==> src/rtl/otter_rf_wb_arbiter.sv <==
// otter_rf_wb_arbiter: round-robin share of the register file write port plus a busy scoreboard for hazards
module otter_rf_wb_arbiter #(
  parameter int NREQ = 3
) (
  input  logic                 clock,
  input  logic                 reset,
  input  logic [NREQ-1:0]      req_valid,
  input  logic [5*NREQ-1:0]    req_rd,
  input  logic [32*NREQ-1:0]   req_data,
  output logic [NREQ-1:0]      req_ready,
  output logic                 rf_we,
  output logic [4:0]           rf_waddr,
  output logic [31:0]          rf_wdata,
  input  logic                 iss_valid,
  input  logic [4:0]           iss_rd,
  input  logic [4:0]           chk_rs1,
  input  logic [4:0]           chk_rs2,
  input  logic [4:0]           chk_rd,
  output logic                 hazard,
  output logic [31:0]          busy
);
  localparam int PW = $clog2(NREQ);
  logic [PW-1:0] ptr_q, ptr_d, g, idx;
  logic          found, hs;
  logic [4:0]    sel_rd, rf_waddr_q, rf_waddr_d;
  logic [31:0]   sel_data, rf_wdata_q, rf_wdata_d, busy_q, busy_d;
  logic          rf_we_q, rf_we_d;
  always_comb begin
    found = 1'b0;
    g = '0;
    idx = '0;
    for (int k = 0; k < NREQ; k++) begin
      idx = PW'((int'(ptr_q) + k) % NREQ);
      if (!found && req_valid[idx]) begin
        found = 1'b1;
        g = idx;
      end
    end
    hs = found & ~reset;
    req_ready = '0;
    sel_rd = '0;
    sel_data = '0;
    for (int k = 0; k < NREQ; k++) begin
      if (hs && PW'(k) == g) begin
        req_ready[k] = 1'b1;
        sel_rd = req_rd[5*k +: 5];
        sel_data = req_data[32*k +: 32];
      end
    end
    ptr_d = reset ? '0 : hs ? (g == PW'(NREQ - 1) ? '0 : g + 1'b1) : ptr_q;
    // writes to x0 complete the handshake but never reach the register file
    rf_we_d = hs && sel_rd != 5'd0;
    rf_waddr_d = reset ? 5'd0 : rf_we_d ? sel_rd : rf_waddr_q;
    rf_wdata_d = reset ? 32'd0 : rf_we_d ? sel_data : rf_wdata_q;
    busy_d = busy_q;
    if (rf_we_q) busy_d[rf_waddr_q] = 1'b0;
    if (iss_valid) busy_d[iss_rd] = 1'b1;
    busy_d[0] = 1'b0;
    if (reset) busy_d = '0;
  end
  always_ff @(posedge clock) begin
    ptr_q <= ptr_d;
    rf_we_q <= rf_we_d;
    rf_waddr_q <= rf_waddr_d;
    rf_wdata_q <= rf_wdata_d;
    busy_q <= busy_d;
  end
  assign rf_we = rf_we_q;
  assign rf_waddr = rf_waddr_q;
  assign rf_wdata = rf_wdata_q;
  assign busy = busy_q;
  assign hazard = busy_q[chk_rs1] | busy_q[chk_rs2] | busy_q[chk_rd];
endmodule

==> config.mk <==
export PLATFORM = sky130hd
export DESIGN_NAME = otter_rf_wb_arbiter
export DESIGN_NICKNAME = d
export VERILOG_FILES = /design/src/rtl/otter_rf_wb_arbiter.sv
export SDC_FILE = /design/constraint.sdc
export NUM_CORES = 1
export LEC_CHECK = 0
export CAP_MARGIN = 0
export CORE_MARGIN = 4
export CORE_UTILIZATION = 46
export DETAILED_ROUTE_END_ITERATION = 10
export MAX_ROUTING_LAYER = met4
export PLACE_DENSITY = 0.88
export SLEW_MARGIN = 20
export SYNTH_ARGS = -nofsm -noshare
export SYNTH_HDL_FRONTEND = slang
export SYNTH_SLANG_ARGS = --single-unit
==> constraint.sdc <==
create_clock -name clock -period 4.85 [get_ports clock]
set_input_delay 0.97 -clock clock [delete_from_list [all_inputs] [get_ports clock]]
set_output_delay 0.97 -clock clock [all_outputs]
set_load 0.03 [all_outputs]
# Word level (Yosys, flattened, before mapping)
# Index checks and enable logic that the tools add are counted.
classes:
  magnitude_cmp: 10
  shifts: 0
  n_mul: 0
  bitwise_logic: 7
  div_mod_pow: 3
  addsub: 3
  n_reduce_logical: 12
  mux: 34
  n_eq_ne: 3
ops:
  columns: ["cell", "n"]
  rows:
  - ["$mux 32", 5]
  - ["$mod 32x3->32 const B", 2]
  - ["$and 32x32->32", 1]
  - ["$mod 3x3->32 const B", 1]
  - ["$not 32->32", 1]
  - ["$or 32x32->32", 1]
  - ["$lt 5x6->1 const B", 5]
  - ["$bmux 1 s5", 3]
  - ["$mux 5", 3]
  - ["$mux 1", 14]
  - ["$demux 1 s5", 2]
  - ["$ge 5x1->1 const B", 2]
  - ["$lt 2x3->1 const B", 3]
  - ["$logic_and 1x1->1", 8]
  - ["$mux 2", 4]
  - ["$bmux 1 s2", 3]
  - ["$reduce_bool 5->1", 1]
  - ["$add 2x1->3 const B", 1]
  - ["$add 2x2->3 const B", 1]
  - ["$add 2x1->2 const B", 1]
  - ["$eq 1x2->1 const A", 1]
  - ["$eq 2x2->1 const A", 1]
  - ["$eq 2x2->1 const B", 1]
  - ["$logic_not 1->1", 2]
  - ["4 further kinds", 5]
totals:
  in_bits: 137
  ramBits: 0
  ff_bits: 72
  elab_cells: 78
  n_memories: 0
  rom_bits: 0
  latchBits: 0

# Logic depth before layout (Yosys ltp)
depth:
  ltp_word: 17
  depth_mapped: 13
  ltp_nobuf: 10

# Worst setup path after synthesis
# OpenSTA, ideal clock, no wires.
synth_path:
  path_kind: "input port to output port"
  startpoint: "input port chk_rs1[0]"
  endpoint: "output port hazard"
  n_path_buf: 1
  setup_slack_ns: 1.092
  required_ns: 3.880
  arrival_ns: 2.788
  cell_stages: 5
  path_cell_list: "clkbuf_1 > mux4_2 > mux4_2 > mux2i_1 > nand3_1"
synth_via:
  elab_chain_len: 4
synth_rtl:
  columns: ["element", "line_no", "source"]
  rows:
  - ["start: declaration", "16", "input logic [4:0] chk_rs1,"]
  - ["$bmux 1 s5", "72", "assign hazard = busy_q[chk_rs1] | busy_q[chk_rs2] | busy_q[chk_rd];"]
  - ["$mux 1 (implied by the code)", "72", null]
  - ["$or 1x1->1 (2 in a row)", "72", null]
  - ["end: declaration", "19", "output logic hazard,"]
# Every way passes these cells. The select of a mux whose other input is x is not followed.

# Final worst setup path
layout_path:
  startpoint: "input port chk_rs2[0]"
  endpoint: "output port hazard"
layout_via:
  elab_chain_len: 4
layout_rtl:
  columns: ["element", "line_no", "source"]
  rows:
  - ["start: declaration", "17", "input logic [4:0] chk_rs2,"]
  - ["$bmux 1 s5", "72", null]
  - ["$mux 1 (implied by the code)", "72", null]
  - ["$or 1x1->1 (2 in a row)", "72", null]
# Every way passes these cells. The select of a mux whose other input is x is not followed.

==> results.json <==
{
  "status": "finished, final reports clean",
  "synth_cell_types": 46,
  "vias": 5113,
  "postCtsSetupBuffers": 0,
  "grt.overflow.total": 0,
  "slowest_delay_ns": 0.78,
  "syn_inst": 539,
  "critPathBufInv": 2,
  "power_frac_comb_pct": 58.5,
  "wl_per_cell_um": 19.4,
  "fmax_ghz": 0.215,
  "initial_utilization_pct": 47.3,
  "crit_path_max_fanout": 9,
  "yosys_warnings": 0,
  "p_sw_share_pct": 47.5,
  "fin_area_um2": 6930,
  "cts_sinks": 71,
  "die_area_um2": 11700,
  "grt_pass1_vias": 5255,
  "insertion_delay_ns": 0.34,
  "dp_hpwl_mm": 12.9,
  "internal_power_mw": 1.53,
  "finalNonFillerCells": 857,
  "crit_chain": "clkdlybuf4s50_1 > mux4_2 > mux4_2 > mux2i_1 > nand3_1 > clkdlybuf4s50_1",
  "slowest_stage": "clkdlybuf4s50_1",
  "slew_viol_final": 0,
  "synth-edff-count": 0,
  "pwr-share-clk_pct": 13.9,
  "wl_met1_mm": 6.09,
  "top_layer": "met4",
  "first_pass_iters": 5,
  "drv_cap": 0,
  "nFillCells": 780,
  "period_share_pct": 96.1,
  "nets": 861,
  "slew_headroom_pct": 49.9,
  "placed_area_um2": 6760,
  "die_w_um": 108,
  "gp_congestion": 0.922,
  "vias_per_cell": 5.97,
  "power_per_cell_area_nw_per_um2": 420,
  "finalHoldViolCount": 0,
  "cp_data_required_time_ns": 3.88,
  "htreeDepth": 3,
  "antenna_cells": 0,
  "grt_usage_pct": 28.7,
  "routed_wl_mm": 16.6,
  "grt_max_degree": 71,
  "path_clk_slew_ns": 0.07,
  "p_seq_share_pct": 27.6,
  "crit_family": "buffers and inverters",
  "synthArstFlopShare_pct": 0,
  "clock_path_buffers": 2,
  "route.detailed.drc": 0,
  "area_growth_pct": 49.9,
  "ctsResizeCount": 0,
  "cp.arrival_ns": 3.69,
  "min_path_type": "flip-flop to flip-flop",
  "ys_ff_latch": 71,
  "synth.avg_cell_area_um2": 8.58,
  "fp.dieH_um": 108,
  "pin_count": 211,
  "cts_buffers": 9,
  "clock_skew_ns": 0.0102,
  "tns_ns": 0,
  "root_buffer": "clkbuf_8",
  "ir_drop_uv": 409,
  "rrSetupSlack_ns": 1.33,
  "antenna_found_initial": 0,
  "grt_pass1_wl_mm": 25.8,
  "cts_tree": "yes",
  "coreArea_um2": 9770,
  "place_inst": 842,
  "timing.final.crit_period_ns": 4.66,
  "crit_type": "input pin to primary output",
  "p_sw_mw": 1.38,
  "met2_length_mm": 8.44,
  "setup_viol": 0,
  "power_leakage_nw": 2.35,
  "crit_path_end_kind": "primary output",
  "wl_met3_mm": 1.55,
  "worst_pin_slew_ns": 0.751,
  "synth_area_um2": 4620,
  "fin_hold_ws_ns": 0.469,
  "port_buffers": 209,
  "rsz0062_at_grt": "false",
  "yosysSeqAreaShare_pct": 30.7,
  "utilization_pct": 70.9,
  "rows": 36,
  "holdBufCountCts": 0,
  "drtAntennaViolNets": 0,
  "drt_first_iter_violations": 302,
  "worstSetupStartpointType": "input pin",
  "synth_fp_nets": 680,
  "drive_gt1_share_pct": 14.2,
  "synthFlopType": "dfxtp_1"
}
synthesized netlist by cell type, types with 4 or more instances:
| cell | n | area, um^2 |
|---|---|---|
| nor3b_1 | 4 | 30.0 |
| nand3_1 | 35 | 175 |
| nor3_1 | 6 | 30.0 |
| nand3b_1 | 6 | 45.0 |
| buf_1 | 5 | 18.8 |
| ha_1 | 4 | 50.1 |
| nand2_1 | 113 | 424 |
| nand2b_1 | 4 | 25.0 |
| buf_2 | 5 | 25.0 |
| o221ai_2 | 30 | 450 |
| mux4_2 | 27 | 608 |
| nor2_1 | 5 | 18.8 |
| dfxtp_1 | 71 | 1420 |
| clkbuf_1 | 31 | 116 |
| o21ai_0 | 69 | 345 |
| inv_1 | 4 | 15.0 |
| a21oi_1 | 65 | 325 |
| mux2i_1 | 5 | 50.1 |
| buf_6 | 5 | 56.3 |
worst register-to-register path: cells and delay by family, from the launching register on:
kind | cells | cell delay [ns]
AOI/OAI and AO/OA | 5 | 1.26
adders and majority gates | 1 | 0.39
buffers and inverters | 2 | 0.48
DFF | 1 | 0.42
and+or+nand+nor | 2 | 0.69
muxes | 1 | 0.21
sequential cells by signal (all words and copies together) (netlist names):
register,count
rf_wdata,32
rf_we,1
ptr_q,2
rf_waddr,5
busy,31
cells by family after synthesis:
kind of cell,after synthesis,synth area share (%)
mux,36,15.3
fa+ha+maj,4,1.08
compound gates,187,28.5
buf+inv,51,5.17
simple gates,189,19.2
flops,71,30.7
other cells,1,0.0811
cell usage in the layout (no fill, tap or decap), types with 5 or more instances in the layout:
cell             count
buf_4                8
clkdlybuf4s50_1    207
nor2_1               5
o21ai_0             69
mux4_2              27
o221ai_2            30
nor3_1               6
a21oi_1             65
mux2i_1              5
nand3_1             35
nand3b_1             6
dfxtp_1             71
clkbuf_8             9
nand2_1            113
power by group through the flow:
stage                     registers (mW)  clock network, mW  logic, mW
final                              0.805              0.405       1.70
after global routing               0.818              0.436       1.82
after CTS                          0.803              0.406       1.70
after detailed placement           0.817                  0       1.69
after global placement             0.809                  0       1.66
after floorplan                    0.980                  0      0.976
cell type report:
| class | instances | area [um^2] | share of cell area (%) |
|---|---|---|---|
| multi-input cells | 417 | 3020 | 43.5 |
| repair buffers | 217 | 2150 | 31.0 |
| flip-flops and latches | 71 | 1420 | 20.5 |
| well taps | 133 | 166 | 2.40 |
| clock buffers | 10 | 128 | 1.84 |
| clock inverters | 5 | 36.3 | 0.523 |
| inverters | 4 | 15.0 | 0.217 |
per-stage QoR:
step | total power, mW | worst slack, ns
after floorplan | 1.96 | 1.09
after CTS | 2.91 | 0.166
after global placement | 2.47 | 0.229
after detailed placement | 2.51 | 0.166
final | 2.91 | 0.189
after global routing | 3.08 | 0.0113
final timing paths:
check | from | endpoint | cells after the start
max reg2reg | ptr_q[0] | rf_wdata[31] | 11
max | chk_rs2[0] | hazard | 6
min reg2reg | rf_wdata[19] | rf_wdata[19] | 2
min | rf_wdata[19] | rf_wdata[19] | 2
metal layers:
layer  up-vias  GRT usage, %
li1       2369             -
met5         -             -
met4         0          12.3
met1      2410          31.9
met2       294          49.6
met3        40          6.57
Note: power is estimated with default switching activity, not from simulation.
